### src/rtl/hash_pkg.sv
// rtl/hash_pkg.sv - shared fold/reduce helpers for the address hash
// hash_fold XORs LSB-first chunks of width asz, then folds into [0, table_sz-1].
package hash_pkg;

  localparam int MAX_KEY = 256;
  localparam int MAX_IDX = 32;

  function automatic bit is_pow2(input int n);
    return (n > 0) && ((n & (n - 1)) == 0);
  endfunction

  // Bit i of the key lands on index bit (i mod asz); the top chunk is implicitly zero-padded.
  function automatic logic [MAX_IDX-1:0] hash_fold(input logic [MAX_KEY-1:0] key,
                                                   input int in_sz,
                                                   input int asz,
                                                   input int table_sz);
    logic [MAX_IDX-1:0] f;
    logic [4:0]         b;
    f = '0;
    for (int i = 0; i < MAX_KEY; i++) begin
      if (i < in_sz) begin
        b    = 5'(i % asz);
        f[b] = f[b] ^ key[8'(i)];
      end
    end
    // f < 2^asz < 2*table_sz, so a single conditional subtract is enough.
    if (!is_pow2(table_sz) && (f >= MAX_IDX'(table_sz))) begin
      f = f - MAX_IDX'(table_sz);
    end
    return f;
  endfunction

endpackage

### src/rtl/hash_out_reg.sv
// rtl/hash_out_reg.sv - index + valid output register, async active-low reset
// Data loads only on a valid cycle; the valid bit follows its input every edge.
module hash_out_reg #(
  parameter int W = 8
) (
  input  logic         clk,
  input  logic         reset,
  input  logic [W-1:0] d,
  input  logic         d_vld,
  output logic [W-1:0] q,
  output logic         q_vld
);

  always_ff @(posedge clk or negedge reset) begin
    if (!reset) begin
      q     <= '0;
      q_vld <= 1'b0;
    end else begin
      q_vld <= d_vld;
      if (d_vld) begin
        q <= d;
      end
    end
  end

endmodule

### src/rtl/basic_hash_func.sv
// rtl/basic_hash_func.sv - combinational key-to-table-index hash for the FIB
// BASIC_HASH_FUNC_REGOUT_EN builds the registered hf_out_q path; otherwise it is a pass-through.
module basic_hash_func
  import hash_pkg::*;
#(
  parameter int INPUT_SZ = 48,
  parameter int TABLE_SZ = 256
) (
  input  logic                          clk,
  input  logic                          reset,
  input  logic [INPUT_SZ-1:0]           hf_in,
  input  logic                          hf_in_vld,
  output logic [$clog2(TABLE_SZ)-1:0]   hf_out,
  output logic [$clog2(TABLE_SZ)-1:0]   hf_out_q,
  output logic                          hf_out_q_vld
);

  localparam int ASZ = $clog2(TABLE_SZ);

  assign hf_out = ASZ'(hash_fold(MAX_KEY'(hf_in), INPUT_SZ, ASZ, TABLE_SZ));

`ifdef BASIC_HASH_FUNC_REGOUT_EN
  hash_out_reg #(
    .W (ASZ)
  ) u_out_reg (
    .clk   (clk),
    .reset (reset),
    .d     (hf_out),
    .d_vld (hf_in_vld),
    .q     (hf_out_q),
    .q_vld (hf_out_q_vld)
  );
`else
  // No flops in this build; clk and reset stay on the port list for drop-in compatibility.
  logic unused_clk_reset;
  assign unused_clk_reset = clk ^ reset;
  assign hf_out_q         = hf_out;
  assign hf_out_q_vld     = hf_in_vld;
`endif

endmodule

### config.mk
export PLATFORM = sky130hd
export DESIGN_NAME = basic_hash_func
export DESIGN_NICKNAME = d
export VERILOG_FILES = /design/src/rtl/hash_pkg.sv /design/src/rtl/hash_out_reg.sv /design/src/rtl/basic_hash_func.sv
export SDC_FILE = /design/constraint.sdc
export NUM_CORES = 1
export LEC_CHECK = 0
export CAP_MARGIN = 20
export CORE_MARGIN = 10
export CORE_UTILIZATION = 29
export DETAILED_ROUTE_END_ITERATION = 8
export GPL_TIMING_DRIVEN = 0
export PLACE_DENSITY = 0.95
export SYNTH_ARGS = -nofsm -noshare
export SYNTH_HDL_FRONTEND = slang
export SYNTH_SLANG_ARGS = --single-unit
### constraint.sdc
create_clock -name vclk -period 2.7
set_clock_uncertainty 0.2 [all_clocks]
set_input_delay 0.27 -clock vclk [all_inputs]
set_output_delay 0.27 -clock vclk [all_outputs]
set_load 0.1 [all_outputs]
==> results by group <==
Outcome
  – Status: complete, no violations

Synth
  – Area share of the largest cell type after synthesis: 34.8%
  – Summed instance area of the synthesized netlist: 518 sq um
  – Multiplexer fraction of the synthesized cell area: 0%
  – Most common library cells after synthesis: xnor2_1, buf_4, xnor2_2, xnor3_1
  – Cells after Synth: 41
  – Adder and majority cell fraction of the synthesized area: 0%
  – Part of the Yosys area used for sequential elements: 0%
  – Post-Synthesis Net Count: 92
  – Yosys synthesis warning count: 0
  – Post-synthesis simple-gate area fraction: 0%
  – Most frequent cell after synthesis: xnor2_1
  – Library cells used by synthesis: 4
  – Synth Area in Compound Gates: 0%
  – Area share of xor/xnor cells in the synthesized design: 87.0%
  – Largest cells by area after synthesis: xnor3_1, xnor2_1, xnor2_2, buf_4
  – Mean Syn Cell Area: 12.6 sq um
  – Dominant combinational cell family by area after synthesis: XOR/XNOR gates
  – Post-synthesis cell type with the largest combined area: xnor3_1

Timing
  – Count of final setup violators: 0
  – Clock period minus worst slack: 2.64 ns
  – Slew at the pin closest to its max-slew limit: 0.988 ns
  – Count of endpoints failing hold in the final timing report: 0
  – Setup repair after global routing missed its margin: no
  – Worst slew margin: 34.4%
  – Maximum clock frequency: 0.378 GHz
  – Final Cycle Share: 98.0%
  – Post-layout worst setup margin: 0.0551 ns
  – Max Slew Vio Count: 0

Cells and area
  – Sequential cell count of the final layout: 0
  – Layout clock buffers: 0
  – Final #Nets: 159
  – Register cell area after layout: 0 sq um
  – Number of diodes: 0
  – Synth-to-Final Area Change: 126%
  – Final Core Density: 68.6%
  – Layout cell share with drive strength beyond 1: 17.9%

Clock network
  – Number of buffers added for setup after CTS: 0

Floorplanning
  – Ports placed on the boundary: 68
  – Total Die Area: 3880 sq um
  – Num rows: 15
  – Y dimension of the die: 62.3 um
  – Starting density of the core: 30.3%
  – DIE WIDTH: 62.3 um
  – Core Area: 1710 sq um

Worst hold path
  – Hold/Removal Path Class: primary input to output port

Drt
  – DRT Pass-1 Iters: 2
  – Via count normalized by instance count: 3.88
  – Final antenna-violating net count: 0
  – # DRC: 0
  – Total via count after detailed routing: 508
  – Routed wire length per instance: 15.1 um
  – Initial DRC count: 1
  – Final wirelength: 1970 um

Global route
  – Pin count of the biggest net entering global routing: 3
  – Via count of the first global-routing pass: 621
  – Antenna violations before repair: 0
  – Global router's overall resource usage: 9.76%
  – Wire length of the first global-routing pass: 3110 um
  – Final global-route overflow total: 0

Worst setup path
  – Buf/Inv on CP: 3
  – Critical path launch point type: primary input
  – Critical path start-end classification: primary input to output port
  – Required time worst endpoint: 2.23 ns
  – Crit Path Max Fanout: 2
  – Crit path arrival time: 2.17 ns
  – Crit path largest cell delay: 0.84 ns
  – Sequence of cells on the critical path: clkdlybuf4s50_1 > xnor2_1 > xnor3_1 > buf_4 > dlygate4sd2_1
  – Crit-path leading delay family: buffers and inverters
  – Crit end category: output port
  – CP max-delay cell: dlygate4sd2_1

Pwr
  – Final total power: 0.910 mW
  – Maximum VDD drop: 0.542 mV
  – P_leak: 0.537 nW
  – Ratio of total power to cell area: 777 nW/um^2

Place
  – Routability congestion estimate from global placement: 0.667
  – Post-Place Worst Slack: -0.254 ns
  – Buffers added on ports: 65

Run
  – Max-cap violations: 0
timing repair:
action | in CTS | in global routing
endpoints found under the setup margin | 16 | 2
hold endpoints to repair | 0 | 0
hold buffers | 0 | 0
resized for setup | 16 | 4
kinds of logic (layout without fill, tap and decap cells):
kind of cell	after synthesis	in the layout
buffers and inverters	9	74
XOR/XNOR	32	32
final cells by class:
cell class                 instances  area, sq um
multi-input combinational         32          450
tap                               25         31.3
timing repair buffer              65          623
fill                             154          536
buffer                             9         67.6
layout by cell type (no fill, tap or decap):
cell	synthesis	final
clkdlybuf4s50_1	0	49
clkbuf_2	0	2
xnor2_2	8	8
xnor2_1	16	16
xnor3_1	8	8
dlygate4sd2_1	0	14
buf_4	9	9
worst paths after layout:
| path | slack, ns | endpoint | start | cells after the start |
|---|---|---|---|---|
| min | 1.40 | hf_out_q_vld | hf_in_vld | 2 |
| max | 0.06 | hf_out_q[7] | hf_in[15] | 5 |
per-stage QoR:
stage          cells  area, sq um  hold WS (ns)  setup TNS [ns]
2_1_floorplan     41          518         0.552               0
3_3_place_gp     131         1200          1.41           -2.44
3_5_place_dp     131         1200          1.41           -2.89
4_1_cts          131         1180          1.41               0
5_1_grt          131         1170          1.43               0
6_report         131         1170          1.40               0
power breakdown:
| part | switching [mW] | leakage [nW] | internal (mW) |
|---|---|---|---|
| Sequential | 0 | 0 | 0 |
| Clock | 0 | 0 | 0 |
| Combinational | 0.656 | 0.537 | 0.254 |
metal layers:
layer / vias up / track usage (%) / part of all wire (%)
li1: 252 / - / -
met1: 236 / 6.86 / 24
met2: 20 / 24.1 / 70
met5: - / 0 / 0
met3: 0 / 2.33 / 5.9
met4: 0 / 0 / 0
No activity file was read; power rests on OpenSTA's default activity.
==> RTL edit: new RTL, same settings <==
`TABLE_SZ`: 256 -> 128.
--- a/src/rtl/basic_hash_func.sv
+++ b/src/rtl/basic_hash_func.sv
@@ -5,5 +5,5 @@
 #(
   parameter int INPUT_SZ = 48,
-  parameter int TABLE_SZ = 256
+  parameter int TABLE_SZ = 128
 ) (
   input  logic                          clk,
Ports: changed (resized hf_out and hf_out_q); port bits go from 68 to 66. The function was not compared with the original's and may differ.
==> RTL edit against the original RTL <==
Cell area decreased by 5.0%; largest power group unchanged; fmax about the same; combinational power increased by 1%; total power increased by 1.0%; global-route usage increased by 0.28 points; routed wire length decreased by 3.6%; worst setup slack about the same; critical endpoint is now hf_out[5]; area after synthesis decreased by 6.5%.
==> RTL edit: results (changes against the original RTL) <==
status=complete, no violations; number of library cell types mapped by synthesis=3 (-1); Synth top cells by count=xnor2_1 (15), xnor3_1 (13), buf_4 (8); DR iter-0 viols=6 (+5); Crit path arrival time=2.17 ns (about the same); setup TNS=0 ns (unchanged); postcts setup bufs=0 (unchanged); FF+latch count=0 (unchanged); Synth Area in Adders=0% (unchanged); DP Cell Count=115 (-12%); Leakage=0.5281 nW (-1.6%); Avg Inst Size Synth=13.45 sq um (+6.5%); first-pass GRT wire length=2.884 mm (-7.3%); Crit-path slowest cell=clkdlybuf4s15_1; port bufs=63 (-3.1%); initial antenna violation count=0 (unchanged); vias in the first global route=591 (-4.8%); post-synthesis sequential area ratio=0% (unchanged); Yosys warnings=0 (unchanged); gr ovfl total=0 (unchanged); # clk buffers=0 (unchanged); Post-DP Area=1135 sq um (-5.4%); Hold WC Path Type=input pin to primary output; share of cells above drive strength 1=20.20% (+2.3 points); Synth Net Count=87 (-5.4%); slowest stage delay, CP=0.83 ns; worst vdd ir=0.6828 mV (+26%); vias per cell=4.261 (+9.9%); GP Congestion=0.6267 (-6.0%); Slew @ Worst Pin=0.9689 ns (-0.01955 ns); ranking of synthesized cells by area=xnor3_1 (60%), xnor2_1 (27%), buf_4 (12%); Total Routing Usage GR=10.05% (+0.28 points); Synth Area in XOR/XNOR=87.60% (+0.64 points); CP Max Fanout=2 (unchanged); drt pass-1 iters=4 (+2); largest net degree at the start of global routing=3 (unchanged); final-stage net count=152 (-4.4%); hpwl dp=approximately 1.9 mm; mux cell area share after synthesis=0% (unchanged); Synth Area in Compound Gates=0% (unchanged); Antenna Cells=0 (unchanged); Fill cells=113 (-27%); WL/cell=16.54 microns (+9.8%); via count=490 (-3.5%)
-- RTL edit: cell types whose count changed in the layout (fill, tap and decap cells not counted), moves of 3 or more --
cell,before,now
xnor3_1,8,13
xnor2_2,8,0
dlygate4sd2_1,14,1
clkbuf_2,2,5
clkdlybuf4s15_2,0,6
-- RTL edit: logic make-up after synthesis --
| logic type | after synthesis |
|---|---|
| buffers and inverters | 8 |
| XOR/XNOR | 28 |
-- RTL edit: power breakdown --
part / total (W) / switching, W / internal [W] / leakage [nW]
registers: 0 / 0 / 0 / 0
clock network: 0 / 0 / 0 / 0
logic: 0.000920 / 0.000653 / 0.000267 / 0.528
-- RTL edit: worst max-delay path: cells and delay by family --
kind,cells,cell delay [ns]
xor gates and xnor gates,2,0.61
buffers and inverters,2,1.28
-- RTL edit: layout make-up --
cell class | instances | area [sq um] | share of cell area [%]
repair buffers | 63 | 609.3 | 54.72
multi-input cells | 28 | 424.2 | 38.09
plain buffers | 8 | 60.06 | 5.393
well taps | 16 | 20.02 | 1.798
-- RTL edit: repair_timing --
item	CTS	global route
hold buffers	0	0
resized for setup	30	8
setup endpoints to repair	14	6
endpoints found under the hold margin	0	0
-- RTL edit: through the flow --
step	worst slack, ns	util (%)
6_report	0.05546	72.24
5_1_grt	0.006722	72.24
4_1_cts	0.002334	73.62
3_5_place_dp	-0.3941	73.62
3_3_place_gp	-0.3596	73.62
2_1_floorplan	0.2781	-
-- RTL edit: worst paths after layout --
path | startpoint | end | slack, ns | depth (start not counted)
max | hf_in[12] | hf_out[5] | 0.06 | 4
min | hf_in_vld | hf_out_q_vld | 1.41 | 2
-- RTL edit: routing by layer --
layer	share of wire [%]	track usage, %
met1	23	8.057
met2	59	21.40
met3	18	5.428
met4	0	0
met5	0	0
